$ cat config.mk
export PLATFORM = sky130hd
export DESIGN_NAME = clock_frequency_divider
export DESIGN_NICKNAME = d
export VERILOG_FILES = /design/src/rtl/clock_frequency_divider_pkg.sv /design/src/rtl/clock_frequency_divider.sv
export SDC_FILE = /design/constraint.sdc
export NUM_CORES = 1
export LEC_CHECK = 0
export CELL_PAD_IN_SITES_DETAIL_PLACEMENT = 0
export CELL_PAD_IN_SITES_GLOBAL_PLACEMENT = 1
export CORE_MARGIN = 4
export CORE_UTILIZATION = 41
export DETAILED_ROUTE_END_ITERATION = 10
export PLACE_DENSITY_LB_ADDON = 0.1
export SYNTH_ARGS = -nofsm -noshare
export SYNTH_HDL_FRONTEND = slang
export SYNTH_SLANG_ARGS = --single-unit
$ cat constraint.sdc
create_clock -name InClock -period 1.7 [get_ports InClock]
set_input_delay 0.255 -clock InClock [delete_from_list [all_inputs] [get_ports InClock]]
set_output_delay 0.255 -clock InClock [all_outputs]
set_load 0.1 [all_outputs]
$ cat src/rtl/clock_frequency_divider_pkg.sv
// Board-level clocking constants shared by the divider and the blocks that instantiate it.
package clock_frequency_divider_pkg;

    localparam int CLK_SYS_HZ = 50_000_000;

endpackage

$ cat src/rtl/clock_frequency_divider.sv
// Divides InClock to a 50%-duty registered square wave, with a one-cycle strobe on each rise.
// OutClock is driven straight from a flop so it can safely feed downstream clock pins.
module clock_frequency_divider
    import clock_frequency_divider_pkg::*;
#(
    parameter int INPUT_FREQUENCY  = CLK_SYS_HZ,
    parameter int OUTPUT_FREQUENCY = 1
) (
    input  logic InClock,
    input  logic reset,
    output logic OutClock,
    output logic OutTick
);

    // Guard the division so a zero output frequency reaches the $error below instead of a divide fault.
    localparam int HALF_PERIOD = (OUTPUT_FREQUENCY == 0) ? 0
                               : INPUT_FREQUENCY / (2 * OUTPUT_FREQUENCY);
    localparam int HALF_PERIOD_SAFE = (HALF_PERIOD < 1) ? 1 : HALF_PERIOD;
    localparam int CNT_W = (HALF_PERIOD_SAFE <= 1) ? 1 : $clog2(HALF_PERIOD_SAFE);
    localparam logic [CNT_W-1:0] LAST_COUNT = CNT_W'(HALF_PERIOD_SAFE - 1);

    if (OUTPUT_FREQUENCY == 0) begin : g_err_zero_out
        $error("clock_frequency_divider: OUTPUT_FREQUENCY must be non-zero");
    end else if (HALF_PERIOD == 0) begin : g_err_ratio
        $error("clock_frequency_divider: OUTPUT_FREQUENCY %0d exceeds INPUT_FREQUENCY/2 (%0d)",
               OUTPUT_FREQUENCY, INPUT_FREQUENCY / 2);
    end

    logic [CNT_W-1:0] r_count;
    logic             r_out;
    logic             r_tick;

    always_ff @(posedge InClock) begin
        if (reset) begin
            r_count <= '0;
            r_out   <= 1'b0;
            r_tick  <= 1'b0;
        end else if (r_count == LAST_COUNT) begin
            r_count <= '0;
            r_out   <= ~r_out;
            r_tick  <= ~r_out;
        end else begin
            r_count <= r_count + 1'b1;
            r_tick  <= 1'b0;
        end
    end

    assign OutClock = r_out;
    assign OutTick  = r_tick;

endmodule

Yosys cells after proc, flatten, opt, wreduce, memory -nomap -nowiden
Cells that the tools add are included.
{"block": "totals", "register_bits": 27, "latch_bits": 0, "ramBits": 0, "mem_bits_ro": 0, "out_inout_bits": 2, "word_cells": 9, "n_memories": 0}
{"block": "classes", "addsub": 1, "n_mul": 0, "n_div": 0, "magnitude_cmp": 0, "eq_ne": 1, "shifts": 0, "muxes": 0, "bitwise": 2, "reduce_logical": 2}
{"operator": "25-bit by 1-bit adder with 25-bit output, second input constant", "count": 1}
{"operator": "25-bit equality test, second input constant", "count": 1}
{"operator": "2-bit OR reduction", "count": 2}
{"operator": "1-bit NOT", "count": 2}

Longest topological paths before layout
{"block": "depth", "ltp_word": 3, "ltp_mapped": 6}

Worst setup path after synthesis
No wires, ideal clock.
{"block": "synth_path", "path_type": "register to register", "start": "reg r_count[0]", "end": "reg r_count[24]", "setup_ns": 0.070, "arrival_time_ns": 1.812, "required_time_ns": 1.630, "setup_slack_ns": -0.181, "stages_incl_launch_ff": 7, "n_path_buf": 1, "path_cell_list": "dfxtp_1 > ha_1 > nand3_2 > or3_1 > buf_2 > or4_1 > a21oi_1"}
{"block": "synth_between", "elab_chain_len": 2, "word_cells_on_any_way": 3}
{"element": "from (decl)", "line": "clock_frequency_divider.sv:29", "rtl": "logic [CNT_W-1:0] r_count;"}
{"element": "from (signal assigned)", "line": "clock_frequency_divider.sv:43", "rtl": "r_count <= r_count + 1'b1;"}
{"element": "branches (longest 2 deep; another with 25-bit by 1-bit adder with 25-bit output)"}
Several ways; the timed one is not identified.
A chain may end at the register's enable or synchronous reset.

Final worst setup path
{"block": "layout_path", "start": "reg r_count[1]", "end": "reg r_count[7]"}
Same word-level chain as after synthesis.

==> summary.txt <==
Timing
  • Final TNS setup: 0 ns
  • RSZ-0062 raised after global routing: true
  • Skew final: 0.00331 ns
  • Fin Hold WS: 0.492 ns
  • Worst slew margin: 77.5%
  • Fin crit period: 1.69 ns
  • Final Max Slew Viols: 0
  • Setup Viol. Count Final: 0
  • Max Freq: 0.593 GHz
  • Fin. Hold Viols: 0
  • Slew @ Worst Pin: 0.334 ns
  • Final worst-path cycle share: 99.2%

Layout
  • Multi-input logic area: 708 um^2
  • Final non-filler cell total: 202
  • Layout Nets: 175
  • FF+latch area: 558 um^2
  • Fill count: 271
  • Layout cell share with drive strength beyond 1: 36.8%
  • Post-route core utilization: 58.7%
  • ANT cells: 0
  • P&R area growth vs syn: 34.6%

Yosys
  • Ys async rst share: 0%
  • Syn_area_per_cell: 8.92 um^2
  • Primary FF master, synth: dfxtp_1
  • Syn Nets: 140
  • Largest area contributor in the netlist: dfxtp_1
  • Seq/Total Area, Yosys: 44.2%
  • Commonest cells post-synth: 27 x dfxtp_1, 20 x nor2_1, 11 x xnor2_1
  • EDFF count, synth: 0
  • Count leader, synth: dfxtp_1
  • Distinct cells, synth: 26
  • Ys Warns: 0
  • Post-synth top area share: 44.2%
  • Mapped Area: 1220 um^2
  • #FFs+latches synth: 27
  • Cells after synthesis: 137
  • Area contributors post-synth: dfxtp_1 44%, xnor2_1 7.9%, nor2_1 6.1%

Floorplan
  • Die W: 62.6 um
  • Starting Density: 43.6%
  • Placement row count: 19
  • Chip height: 62.6 um
  • Core Area: 2810 um^2
  • Die area: 3920 um^2
  • I/O Pins: 4

Power
  • LEAKAGE: 0.552 nW
  • Peak VDD IR: 346 uV
  • Pwr per Cell Area: 590 nW/um^2
  • Overall Power: 0.970 mW

Worst hold path
  • Hold Crit Start: r_count[24]$_SDFF_PP0_
  • Hold endpoint: r_count[24]$_SDFF_PP0_
  • Hold path depth: 2
  • HP Class: reg2reg

Global routing
  • First-pass GRT wire length: 4.28 mm
  • Initial antenna violation count: 0
  • Largest net degree at the start of global routing: 16
  • Gr usage total: 13.2%
  • Vias in the first global route: 961
  • GR Overflow Total: 0

Critical path
  • CP peak stage delay: 0.51 ns
  • WP data required: 1.94 ns
  • Cells on worst reg2reg path: 6
  • RR Endpoint: r_count[7]$_SDFF_PP0_
  • Worst setup path category: reg2reg
  • Worst EP arrival: 1.92 ns
  • Crit-path cells: ha_4, nand3_4, or4_4, o21bai_4, buf_6, nor2_1
  • CP max stage cell: or4_4
  • Critical Path Source Type: register
  • Reg2reg start: r_count[1]$_SDFF_PP0_
  • Reg2Reg Setup Slack: 0.01 ns
  • CP max FO: 7
  • Critical Path Sink Type: register

Clocking
  • Post-CTS Hold Buffers: 0
  • Max H-tree Level: 1
  • Max clock buf depth: 2
  • TritonCTS clock tree: built
  • # clock sinks: 27
  • CTS clock-pin slew for the worst setup and hold paths: 0.15 ns
  • Inserted Clock Buffers: 3
  • Root Driver: clkbuf_4
  • Clk_lat worst skew: 0.32 ns

Run
  • Max-cap violations: 0

Placed design
  • Post-DP HPWL: 1.82 mm
  • Inst Count DP: 193
  • Buffers added on ports: 3
  • RD Place Congestion: 0.804

Drt
  • WL/cell: 12.6 um
  • DRT Pass-1 Iters: 4
  • DR vias: 1083
  • 1st-iter DRT viols: 40
  • Final Routed Wirelength: 2.55 mm
  • Routed vias/inst: 5.36
  • Final ANT Viol Nets: 0
  • Post-detailed-route DRC marker count: 0

Status
  • Status: completed
[power by group]
part	switching (mW)	internal, mW	total, mW	leakage, nW
Combinational	0.0216	0.0220	0.0435	0.311
Clock	0.191	0.0882	0.279	0.0177
Sequential	0.00821	0.639	0.647	0.223
Total	0.221	0.749	0.970	0.552
[final cells by class]
cell class	count	area share, %
Tap cell	31	2.36
Timing Repair Buffer	34	17.6
Sequential cell	27	33.9
Clock buffer	3	1.37
Multi-Input combinational cell	100	43.0
Clock inverter	1	0.304
Inverter	6	1.37
[worst max-delay path: cells and delay by family, from the launching register on]
kind / cells / cell delay (ns)
compound gates: 1 / 0.20
flops: 1 / 0.40
fa+ha+maj: 1 / 0.15
buf+inv: 1 / 0.18
simple gates: 3 / 0.65
[cells in the final DEF, fill, tap and decap left out, types with 4 or more instances in the layout]
cell type	Yosys	final
a21oi_1	9	9
buf_4	0	29
dfxtp_1	27	17
dfxtp_2	0	8
inv_1	6	6
nand2_1	6	6
nand3_1	6	6
nand4_1	7	7
nor2_1	20	14
nor2_2	0	4
nor4_1	5	5
o31ai_1	6	6
or4_1	7	6
xnor2_1	11	11
xor2_1	4	4
[metal layers]
metal | vias up | GRT usage, % | share of wire (%)
li1 | 567 | - | -
met1 | 504 | 18.4 | 50
met2 | 10 | 19.8 | 47
met3 | 2 | 2.34 | 2.7
met4 | 0 | 5.79 | 0.79
met5 | - | 0 | 0
[repair_timing]
item	in CTS	in global routing
endpoints found under the setup margin	20	25
gates resized for setup	6	19
pin swaps	0	7
cloned	0	1
setup buffers	0	4
[how the worst max path moves through the flow]
stage | startpoint | cells past startpoint | end | slack, ns
2_1_floorplan | r_count[2]$_SDFF_PP0_ | 4 | r_count[21]$_SDFF_PP0_ | -0.03
3_3_place_gp | r_count[2]$_SDFF_PP0_ | 4 | r_count[21]$_SDFF_PP0_ | -0.008
3_5_place_dp | r_count[0]$_SDFF_PP0_ | 5 | r_count[20]$_SDFF_PP0_ | -0.02
4_1_cts | r_count[1]$_SDFF_PP0_ | 6 | r_count[7]$_SDFF_PP0_ | -0.003
5_1_grt | r_count[1]$_SDFF_PP0_ | 6 | r_count[23]$_SDFF_PP0_ | -0.05
6_report | r_count[1]$_SDFF_PP0_ | 6 | r_count[7]$_SDFF_PP0_ | 0.01
[per-stage QoR]
| stage | instance area [um^2] | setup slack, ns |
|---|---|---|
| finish | 1650 | 0.0142 |
| global route | 1650 | -0.0510 |
| global placement | 1510 | -0.00828 |
| detailed placement | 1510 | -0.0243 |
| CTS | 1550 | -0.00327 |
| floorplan | 1250 | -0.0305 |
[sequential cells by signal, indices dropped and copies added (netlist names)]
name / flops
OutClock: 1
OutTick: 1
r_count: 25
[logic make-up (layout without fill, tap and decap cells)]
family / count (synthesis) / count (layout) / share of synthesized area (%)
xor+xnor: 15 / 15 / 10.7
compound gates: 19 / 19 / 9.83
flops: 27 / 27 / 44.2
fa+ha+maj: 1 / 1 / 1.02
simple gates: 65 / 65 / 30.8
buf+inv: 10 / 44 / 3.38
Note: power is estimated with default switching activity, not from simulation.
==> edit: new RTL, config.mk and constraints unchanged <==
`CLK_SYS_HZ`: 50_000_000 -> 100_000_000.
--- a/src/rtl/clock_frequency_divider_pkg.sv
+++ b/src/rtl/clock_frequency_divider_pkg.sv
@@ -1,7 +1,7 @@
 // Board-level clocking constants shared by the divider and the blocks that instantiate it.
 package clock_frequency_divider_pkg;
 
-    localparam int CLK_SYS_HZ = 50_000_000;
+    localparam int CLK_SYS_HZ = 100_000_000;
 
 endpackage
 
Behaviour: no difference found for any inputs over 10 cycles, from zero or initial values and one cycle with reset high; that may be too few to reach the edited logic, so the function may still have changed.
==> edit against the original RTL <==
The flow now finishes with violations (negative setup slack); cell area rose by 30%; first-iteration DRC count rose to 2.8 times the old value; die area rose by 10%; sequential share of layout area fell by 7.1 points; routed wire length rose by 50%; area after synthesis rose by 12%; worst setup slack got worse by 0.15 ns; clock skew fell by 0.00090 ns; sequential cell count rose by 1; non-clock buffer count rose by 20; critical path type unchanged; largest cell class unchanged.
Power is not compared: it rests on default switching activity, and its combinational part moved more than twofold at a synthesized area within 25%.
==> edit: results <==
[outcome]
status = "complete, but fails checks"
violations = "negative setup slack"

[yosys]
synth_commonest_cells = "28 x dfxtp_1, 14 x nor2_1, 13 x nand2_1"
syn_nets = 157
avgSynthCellArea_um2 = 8.89
synth_compound_area_frac = 0.133
netlist_top_cells_area = "dfxtp_1 41%, or4_1 5.5%, o31ai_1 4.9%"
ys_seq_area_frac = 0.410

[global_route]
grt_usage = 0.190
grt_pass1_wl_um = 6310
first_global_vias = 1361

[finish]
fillers = 263
largest_reg_flops = 26
fin_nets = 210
syn_to_final_growth_pct = 55.9

[place]
post-place-ws_ns = -0.122
place_inst = 234
place.gp.congestion = 0.884

[critical_path]
crit_path_top_delay_cell = "or4_1"
crit_fanout = 8
cp.arrival_ns = 2.12

[routing]
via_per_inst = 5.52
vias = 1379
wirelength_um = 3810

[timing]
clock_skew_ns = 0.00241
fin_ws_ns = -0.136
finalSetupTns_ns = -2.30
setup_viol = 25

[clock_network]
clk_latency_ns = 0.34
edit: changes by cell type after synthesis, sizes merged, moves of 4 or more:
| cell | before | now |
|---|---|---|
| nor2 | 20 | 14 |
| nor4 | 5 | 1 |
| xnor2 | 11 | 6 |
| nand2 | 6 | 13 |
| a21oi | 9 | 14 |
| inv | 6 | 2 |
| or4 | 7 | 14 |
edit: path summary, 6_finish.rpt:
check	slack [ns]	to	depth (start not counted)	startpoint
max	-0.14	r_count[19]$_SDFF_PP0_	6	r_count[0]$_SDFF_PP0_
min reg2reg	0.50	r_count[25]$_SDFF_PP0_	2	r_count[25]$_SDFF_PP0_
max reg2reg	-0.14	r_count[19]$_SDFF_PP0_	6	r_count[0]$_SDFF_PP0_
min	0.50	r_count[25]$_SDFF_PP0_	2	r_count[25]$_SDFF_PP0_
edit: power breakdown:
part	switching, uW	internal (uW)	leakage (uW)	total [uW]
Sequential	6.51	663	0.000230	670
Clock	204	131	0.0000210	336
Combinational	39.4	51.0	0.000482	90.4
Total	250	846	0.000733	1100
edit: final cells by class:
class                   instances  area share
flip-flops and latches         28       0.268
inverters                       2     0.00352
repair buffers                 54       0.239
clock buffers                   4      0.0170
multi-input cells             118       0.447
well taps                      44      0.0258
edit: timing repair:
item,in CTS,in global routing
cloned,3,1
gates resized for setup,15,34
setup endpoints to repair,25,26
buffers inserted,7,1
pin swaps,3,7
edit: layer usage:
metal / up-vias / share of wire / routed length [um] / GRT usage
li1: 674 / - / - / -
met1: 671 / 0.46 / 1770 / 0.242
met2: 24 / 0.48 / 1840 / 0.317
met3: 10 / 0.028 / 105 / 0.0238
met4: 0 / 0.026 / 99 / 0.0881
met5: - / 0 / 0 / 0
edit: worst min-delay path, stage by stage (launching register included):
cell and delay (ns):
dfxtp_1 0.35, o31ai_1 0.07, a21oi_1 0.06
